===== src/rtl/algo_1r1w_rdbuf.sv =====
// algo_1r1w_rdbuf: credit-based read adapter that buffers the fixed-latency returns of the 1r1w memory.
// Define RDBUF_BYPASS_EN to hand a return straight to a ready consumer when the response FIFO is empty.
module algo_1r1w_rdbuf #(
    parameter int WIDTH    = 32,
    parameter int BITADDR  = 13,
    parameter int DEPTH    = 4,
    parameter int BITDEPTH = 2
) (
    input  logic                clk,
    input  logic                rst,
    input  logic                mem_ready,
    input  logic                req_vld,
    output logic                req_rdy,
    input  logic [BITADDR-1:0]  req_adr,
    output logic                mem_read,
    output logic [BITADDR-1:0]  mem_rd_adr,
    input  logic                mem_rd_vld,
    input  logic [WIDTH-1:0]    mem_rd_dout,
    output logic                rsp_vld,
    input  logic                rsp_rdy,
    output logic [WIDTH-1:0]    rsp_data,
    output logic [BITDEPTH:0]   fifo_cnt,
    output logic [BITDEPTH:0]   infl_cnt,
    output logic                err
);

    localparam int CW = BITDEPTH + 1;
    localparam logic [BITDEPTH+1:0]  CREDIT_LIMIT = (BITDEPTH+2)'(DEPTH);
    localparam logic [CW-1:0]        CNT_ONE      = CW'(1);
    localparam logic [BITDEPTH-1:0]  PTR_ONE      = BITDEPTH'(1);

    logic [CW-1:0]        fifo_cnt_reg, fifo_cnt_next;
    logic [CW-1:0]        infl_cnt_reg, infl_cnt_next;
    logic [BITDEPTH-1:0]  wr_ptr_reg, wr_ptr_next;
    logic [BITDEPTH-1:0]  rd_ptr_reg, rd_ptr_next;
    logic                 err_reg, err_next;

    logic [BITDEPTH+1:0]  credit_sum;
    logic                 credit_ok;
    logic                 issue;
    logic                 ret_ok;
    logic                 ret_spurious;
    logic                 bypass;
    logic                 push;
    logic                 pop;
    logic                 fifo_empty;
    logic [WIDTH-1:0]     entry_data [DEPTH];

    // Credit counts every slot already promised: reads in flight plus data waiting in the FIFO.
    assign credit_sum = {1'b0, infl_cnt_reg} + {1'b0, fifo_cnt_reg};
    assign credit_ok  = credit_sum < CREDIT_LIMIT;
    assign req_rdy    = !rst && mem_ready && credit_ok;
    assign issue      = req_vld && req_rdy;
    assign mem_read   = issue;
    assign mem_rd_adr = req_adr;

    assign fifo_empty   = (fifo_cnt_reg == '0);
    assign ret_ok       = mem_rd_vld && (infl_cnt_reg != '0);
    assign ret_spurious = mem_rd_vld && (infl_cnt_reg == '0);

`ifdef RDBUF_BYPASS_EN
    assign bypass = ret_ok && fifo_empty && rsp_rdy;
`else
    assign bypass = 1'b0;
`endif

    assign push     = ret_ok && !bypass;
    assign pop      = !fifo_empty && rsp_rdy;
    assign rsp_vld  = !fifo_empty || bypass;
    assign rsp_data = bypass ? mem_rd_dout : entry_data[rd_ptr_reg];

    assign fifo_cnt = fifo_cnt_reg;
    assign infl_cnt = infl_cnt_reg;
    assign err      = err_reg;

    // Per-entry storage; a slot is only written when credit has reserved it.
    for (genvar gi = 0; gi < DEPTH; gi++) begin : g_entry
        logic [WIDTH-1:0] data_reg;

        always_ff @(posedge clk) begin
            if (push && (wr_ptr_reg == BITDEPTH'(gi))) begin
                data_reg <= mem_rd_dout;
            end
        end

        assign entry_data[gi] = data_reg;
    end

    always_comb begin
        infl_cnt_next = infl_cnt_reg;
        fifo_cnt_next = fifo_cnt_reg;
        wr_ptr_next   = wr_ptr_reg;
        rd_ptr_next   = rd_ptr_reg;
        err_next      = err_reg | ret_spurious;

        case ({issue, ret_ok})
            2'b10:   infl_cnt_next = infl_cnt_reg + CNT_ONE;
            2'b01:   infl_cnt_next = infl_cnt_reg - CNT_ONE;
            default: infl_cnt_next = infl_cnt_reg;
        endcase

        case ({push, pop})
            2'b10:   fifo_cnt_next = fifo_cnt_reg + CNT_ONE;
            2'b01:   fifo_cnt_next = fifo_cnt_reg - CNT_ONE;
            default: fifo_cnt_next = fifo_cnt_reg;
        endcase

        // Pointers are BITDEPTH wide, so the increment wraps modulo DEPTH.
        if (push) begin
            wr_ptr_next = wr_ptr_reg + PTR_ONE;
        end
        if (pop) begin
            rd_ptr_next = rd_ptr_reg + PTR_ONE;
        end
    end

    always_ff @(posedge clk) begin
        if (rst) begin
            infl_cnt_reg <= '0;
            fifo_cnt_reg <= '0;
            wr_ptr_reg   <= '0;
            rd_ptr_reg   <= '0;
            err_reg      <= 1'b0;
        end else begin
            infl_cnt_reg <= infl_cnt_next;
            fifo_cnt_reg <= fifo_cnt_next;
            wr_ptr_reg   <= wr_ptr_next;
            rd_ptr_reg   <= rd_ptr_next;
            err_reg      <= err_next;
        end
    end

endmodule


===== config.mk =====
export PLATFORM = sky130hd
export DESIGN_NAME = algo_1r1w_rdbuf
export DESIGN_NICKNAME = d
export VERILOG_FILES = /design/src/rtl/algo_1r1w_rdbuf.sv
export SDC_FILE = /design/constraint.sdc
export NUM_CORES = 1
export LEC_CHECK = 0
export ABC_AREA = 1
export CAP_MARGIN = 40
export CORE_MARGIN = 2
export CORE_UTILIZATION = 35
export CTS_CLUSTER_SIZE = 30
export DETAILED_ROUTE_END_ITERATION = 8
export PLACE_DENSITY_LB_ADDON = 0.1
export SLEW_MARGIN = 30
export SYNTH_ARGS = -nofsm -noshare
export SYNTH_HDL_FRONTEND = slang
export SYNTH_SLANG_ARGS = --single-unit

===== constraint.sdc =====
create_clock -name clk -period 3.03 [get_ports clk]
set_clock_uncertainty 0.15 [all_clocks]
set_input_delay 0.7575 -clock clk [delete_from_list [all_inputs] [get_ports clk]]
set_output_delay 0.7575 -clock clk [all_outputs]
set_load 0.05 [all_outputs]

==> results of run 1 <==
[cell usage in the layout, fill, tap and decap left out, drive strengths merged]
master         count
edfxtp           128
nor2              81
o21ai             68
buf               51
clkdlybuf4s50     45
o22ai             32
inv               26
nand2             20
clkbuf            19
dfxtp             11
nand3              8
ha                 8
a21oi              6
clkinv             6
bufinv             4
fa                 2
clkinvlp           2
nand3b             1
nand4              1
[power groups by stage]
| stage | sequential (uW) | clock (uW) | combinational (uW) |
|---|---|---|---|
| 2_1_floorplan | 2630 | 0 | 1790 |
| 3_3_place_gp | 2530 | 0 | 2700 |
| 3_5_place_dp | 2540 | 0 | 2720 |
| 4_1_cts | 2500 | 2160 | 2720 |
| 5_1_grt | 2520 | 2250 | 2900 |
| 6_report | 2490 | 2110 | 2680 |
[critical path: stages (launching register included)]
cell and delay (ns):
dfxtp_2 0.56, buf_4 0.37, o21ai_0 0.14, o22ai_1 0.26
buf_4 0.26
[through the flow]
step	hold WS [ns]	instances	cell area [um2]	setup WS [ns]	total power (uW)
final	0.305	730	7080	0.116	7280
after global routing	0.349	730	7080	0.00169	7670
after CTS	0.306	730	7080	0.0951	7380
after detailed placement	0.293	699	6480	0.146	5260
after global placement	0.297	699	6480	0.205	5240
after floorplan	0.347	425	5540	0.0227	4420
[logic make-up (layout without fill, tap and decap cells)]
| kind of cell | count (synthesis) | after routing | share of synthesized area [%] |
|---|---|---|---|
| and+or+nand+nor | 111 | 111 | 7.86 |
| DFF | 139 | 139 | 73.4 |
| adders and majority gates | 10 | 10 | 2.53 |
| AOI/OAI and AO/OA | 106 | 106 | 10.3 |
| buffers and inverters | 59 | 153 | 5.94 |
[layout make-up]
cell class / instances / area, um2 / share of cell area [%]
Timing Repair Buffer: 96 / 871 / 12.3
Inverter: 26 / 97.6 / 1.38
Tap cell: 211 / 264 / 3.73
Clock buffer: 19 / 433 / 6.11
Multi-Input combinational cell: 227 / 1180 / 16.6
Clock inverter: 12 / 171 / 2.42
Sequential cell: 139 / 4070 / 57.4
[worst max path at each step]
stage                        endpoint  slack (ns)  cells after the start
4_1_cts                   rsp_data[2]         0.1                      4
3_5_place_dp              infl_cnt[2]        0.15                     14
6_report                  rsp_data[2]        0.12                      4
3_3_place_gp                 mem_read        0.20                      7
5_1_grt                  rsp_data[26]       0.002                      4
2_1_floorplan  g_entry[1].data_reg[0]        0.02                      4
[metal layers]
layer	share of wire, %	vias to the layer above
met2	47	80
met5	0	-
met3	5.6	12
met4	1.2	0
met1	46	1666
li1	-	1682
==> reports/qor.csv, run 1 <==
metric,value,unit
port_buffers,79,
gr-usage-met1,18.7,%
ys_seq_area_share,73.4,%
arrival,2.01,ns
fp.coreArea,15300,um2
syn_inst,425,
yosysTopAreaCellShare,69.4,%
wire_per_inst,15.9,um
cp-startpoint,rd_ptr_reg[0],
grt_first_pass_wirelength,18400,um
cts-htree-levels,4,
yosysWarnings,0,
avgSynthCellArea,13.0,um2
synth_most_common_cell,edfxtp_1,
holdPathEnd,err,
vdd.ir_drop.worst,0.000478,V
maxCapViolations,0,
die_w,130,um
n_antenna_cell,0,
drc_errors,0,
grtUsageMet2,23.6,%
cts_tree,yes,
combPwrFrac,36.8,%
setup_viol,0,
top_usage_layer,met2,
r2r_end,infl_cnt[2],
grt_antenna_before_repair,0,
vias,3440,
hold_path_depth,2,
io_pins,106,
die_area,16800,um2
overflow,0,
post_cts_resize_count,0,
async_reset_ff_share,0,%
synth_area_leader_cell,edfxtp_1,
ys_ff_latch,139,
finalSetupTns,0,ns
clock_path_buffers,2,
fin_crit_sh,96.2,%
viasPerCell,4.71,
path_class,reg2out,
fillers,1398,
p_int,4520,uW
synth_edf_count,128,
post_route_cells_drive_above_1_share,17.1,%
drt.antenna.violating_nets,0,
finalHoldViolCount,0,
netlist-cell-type-count,22,
yosys-top-cells-count,"edfxtp_1, nor2_1, o21ai_0",
clk_latency,0.41,ns
grt_max_degree,35,
r2r_setup_slack,0.88,ns
drt-pass1-iter-count,4,
p_seq_share,34.2,%
p_per_area,1030,nW/um2
slew_headroom,65.9,%
drtIter0Drc,174,
synth_area_leaders,"edfxtp_1, nor2_1, o21ai_0",
hold_class,reg2reg,
use_met3,5.78,%
max_clock_freq,343,MHz
min-delay-start,err,
netlist_area,5540,um2
clock-sinks,139,
reg2reg_depth,14,
grt_pass1_vias,3405,
rsz0062_at_grt,false,
status,completed,
synth_nets,486,
final_nets,568,
area_growth_syn_to_layout,27.8,%
grt_util_all_layers,14.8,%
globalplace.congestion,0.710,
p_clk_share,28.9,%
cp.required,2.12,ns
finalMaxSlewViolations,0,
regToRegStartpoint,infl_cnt[2],
cts_setup_buffers,0,
cts_buffers,17,
sw_frac_of_total,37.9,%
period_needed,2.91,ns
initial_core_util,36.2,%
routed_wl,11600,um
utilization,46.2,%
hold_buffers,0,
synth-main-ff-cell,edfxtp_1,
p_switching,2760,uW
worst_pin_slew,0.509,ns
critPathMaxFanout,28,
die_h,130,um
power_leakage,0.00253,uW
dp_hpwl,7090,um
worstSetupEndpointType,primary output,
clk_pin_slew,0.06,ns
cts-root-buf,clkbuf_16,
largest_reg_flops,128,
std_cell_rows,45,
cp-start-kind,flip-flop,
Note: power is estimated with default switching activity, not from simulation.
==> run 2: changes to the inputs <==
Clock period 3.03 ns to 2.4 ns, I/O delays scaled along.
==> reports/qor.csv, run 2 (synthesis results as in run 1) <==
metric,value,unit,change
status,completed,,
dp_hpwl,7510,um,+5.9%
fin_hold_ws,0.301,ns,-0.00408 ns
instances_no_fill,740,,+1.4%
finalHoldViolCount,0,,unchanged
critPathSlowestCell,dfxtp_4,,
hold_class,reg2reg,,
grt_max_degree,36,,+2.9%
drt-pass1-iter-count,5,,+1
period_needed,2.35,ns,
r2r_setup_slack,0.19,ns,-0.69 ns
drtIter0Drc,189,,+8.6%
reg2reg_depth,14,,unchanged
setup_viol,0,,unchanged
rsz0062_at_grt,true,,
utilization,48.1,%,+1.9 points
wire_per_inst,17.1,um,+7.7%
arrival,1.60,ns,-0.41 ns
place_area,6680,um2,+3.2%
die_w,130,um,unchanged
dp.cells,707,,+1.1%
p_clk_share,24.8,%,-4.1 points
totalPowerFinal,9220,uW,+27%
critPathMaxFanout,34,,+21%
viasPerCell,4.82,,+2.4%
drc_errors,0,,unchanged
cp-startpoint,rd_ptr_reg[0],,
p_per_area,1250,nW/um2,+22%
io_pins,106,,unchanged
path_class,reg2out,,
p_seq_share,34.1,%,about the same
cts-htree-levels,4,,unchanged
crit_family,buffers and inverters,,
combPwrFrac,41.1,%,+4.3 points
area_growth_syn_to_layout,33.0,%,
cp.required,1.65,ns,-0.47 ns
fp.coreArea,15300,um2,unchanged
grt_antenna_before_repair,0,,unchanged
clk_pin_slew,0.06,ns,about the same
hold_buffers,0,,unchanged
std_cell_rows,45,,unchanged
port_buffers,79,,unchanged
layout_commonest_cell,edfxtp_1,,
grt_pass1_vias,3497,,+2.7%
finalMaxSlewViolations,0,,unchanged
die_h,130,um,unchanged
clock_path_buffers,2,,unchanged
path_cells,buf_12 > o21ai_0 > o22ai_1 > buf_4,,
clock-sinks,139,,unchanged
grt_util_all_layers,15.1,%,+0.30 points
min-delay-start,err,,
grt_first_pass_wirelength,18700,um,+1.8%
cts-root-buf,clkbuf_16,,
cp-start-kind,flip-flop,,
path_depth,4,,unchanged
p_int,5630,uW,+25%
max_clock_freq,426,MHz,
drt.antenna.violating_nets,0,,unchanged
cts_tree,yes,,
vias,3570,,+3.8%
worstSetupEndpointType,primary output,,
timing.critical_path.buf_inv,2,,unchanged
final_cell_mix,"edfxtp_1, nor2_1, o21ai_0, clkdlybuf4s50_1, buf_4",,
critPathCapture,rsp_data[10],,
cts_buffers,17,,unchanged
initial_core_util,36.2,%,unchanged
fin_crit_sh,97.9,%,
finalInstanceArea,7370,um2,+4.0%
clk_latency,0.41,ns,about the same
maxCapViolations,0,,unchanged
n_antenna_cell,0,,unchanged
p_switching,3590,uW,+30%
largest_reg_flops,128,,unchanged
die_area,16800,um2,unchanged
routed_wl,12700,um,+9.2%
overflow,0,,unchanged
post_route_cells_drive_above_1_share,21.6,%,+4.4 points
regToRegStartpoint,infl_cnt[1],,
sw_frac_of_total,38.9,%,+1.1 points
power_leakage,0.00267,uW,+5.7%
vdd.ir_drop.worst,0.000667,V,+39%
worst_pin_slew,0.502,ns,-0.00755 ns
final_nets,580,,+2.1%
globalplace.congestion,0.745,,+4.9%
slowest_delay,0.41,ns,-0.15 ns
r2r_end,infl_cnt[2],,
slew_headroom,66.5,%,+0.55 points
## run 2: changes by cell type in the layout (fill, tap and decap cells not counted), sizes merged
cell	change
clkbuf	+2
clkinv	+2
dlymetal6s2s	+3
bufinv	-3
buf	+10
clkdlybuf4s50	-4
## run 2: what timing repair did
action                                  4_1_cts  5_1_grt
endpoints found under the setup margin       11       14
resized for setup                            11       17
gates cloned                                  0        3
setup buffers                                 0        1
pin swaps                                     1        6
## run 2: power groups by stage
| stage | Combinational, uW | Clock (uW) | Sequential, uW |
|---|---|---|---|
| after floorplan | 2290 | 0 | 3310 |
| after global placement | 3630 | 0 | 3170 |
| after detailed placement | 3650 | 0 | 3180 |
| after CTS | 3680 | 2330 | 3140 |
| after global routing | 4060 | 2430 | 3180 |
| final | 3790 | 2280 | 3150 |
## run 2: final cells by class
class	count	area, um2
fill	1383	7950
sequential	139	4080
multi-input combinational	227	1220
timing repair buffer	108	1190
clock buffer	18	429
tap	211	264
inverter	26	108
clock inverter	11	82.6
## run 2: worst min-delay path by stage
stage                                to  slack (ns)  cells after the start
after CTS                           err        0.31                      2
after detailed placement            err        0.29                      2
after global routing                err        0.35                      2
after global placement              err        0.29                      2
after floorplan           wr_ptr_reg[1]        0.35                      2
final                               err        0.30                      2
## run 2: metal layers
layer  global-route usage [%]  part of all wire (%)  wire length [um]
met1                     19.2                    46              5780
met2                     24.5                    48              6110
met3                     4.59                   5.0               635
met4                     5.95                   1.2               154
met5                        0                     0                 0
## run 2: worst min-delay path, cell delays in order (launching register included)
cell,delay (ns)
dfxtp_1,0.31
inv_1,0.05
a21oi_1,0.06
## run 2: through the flow
stage | setup slack [ns] | TNS [ns]
floorplan | -0.0528 | -6.77
global route | -0.0368 | -0.181
global placement | -0.237 | -0.337
detailed placement | -0.283 | -0.509
finish | 0.0505 | 0
CTS | -0.00784 | -0.00784
==> run 3: changes to the inputs <==
Settings changed: ABC_CLOCK_PERIOD_IN_PS set to 2400.
==> results of run 3 <==
Final layout, timing and power as in run 2 (identical DEF).
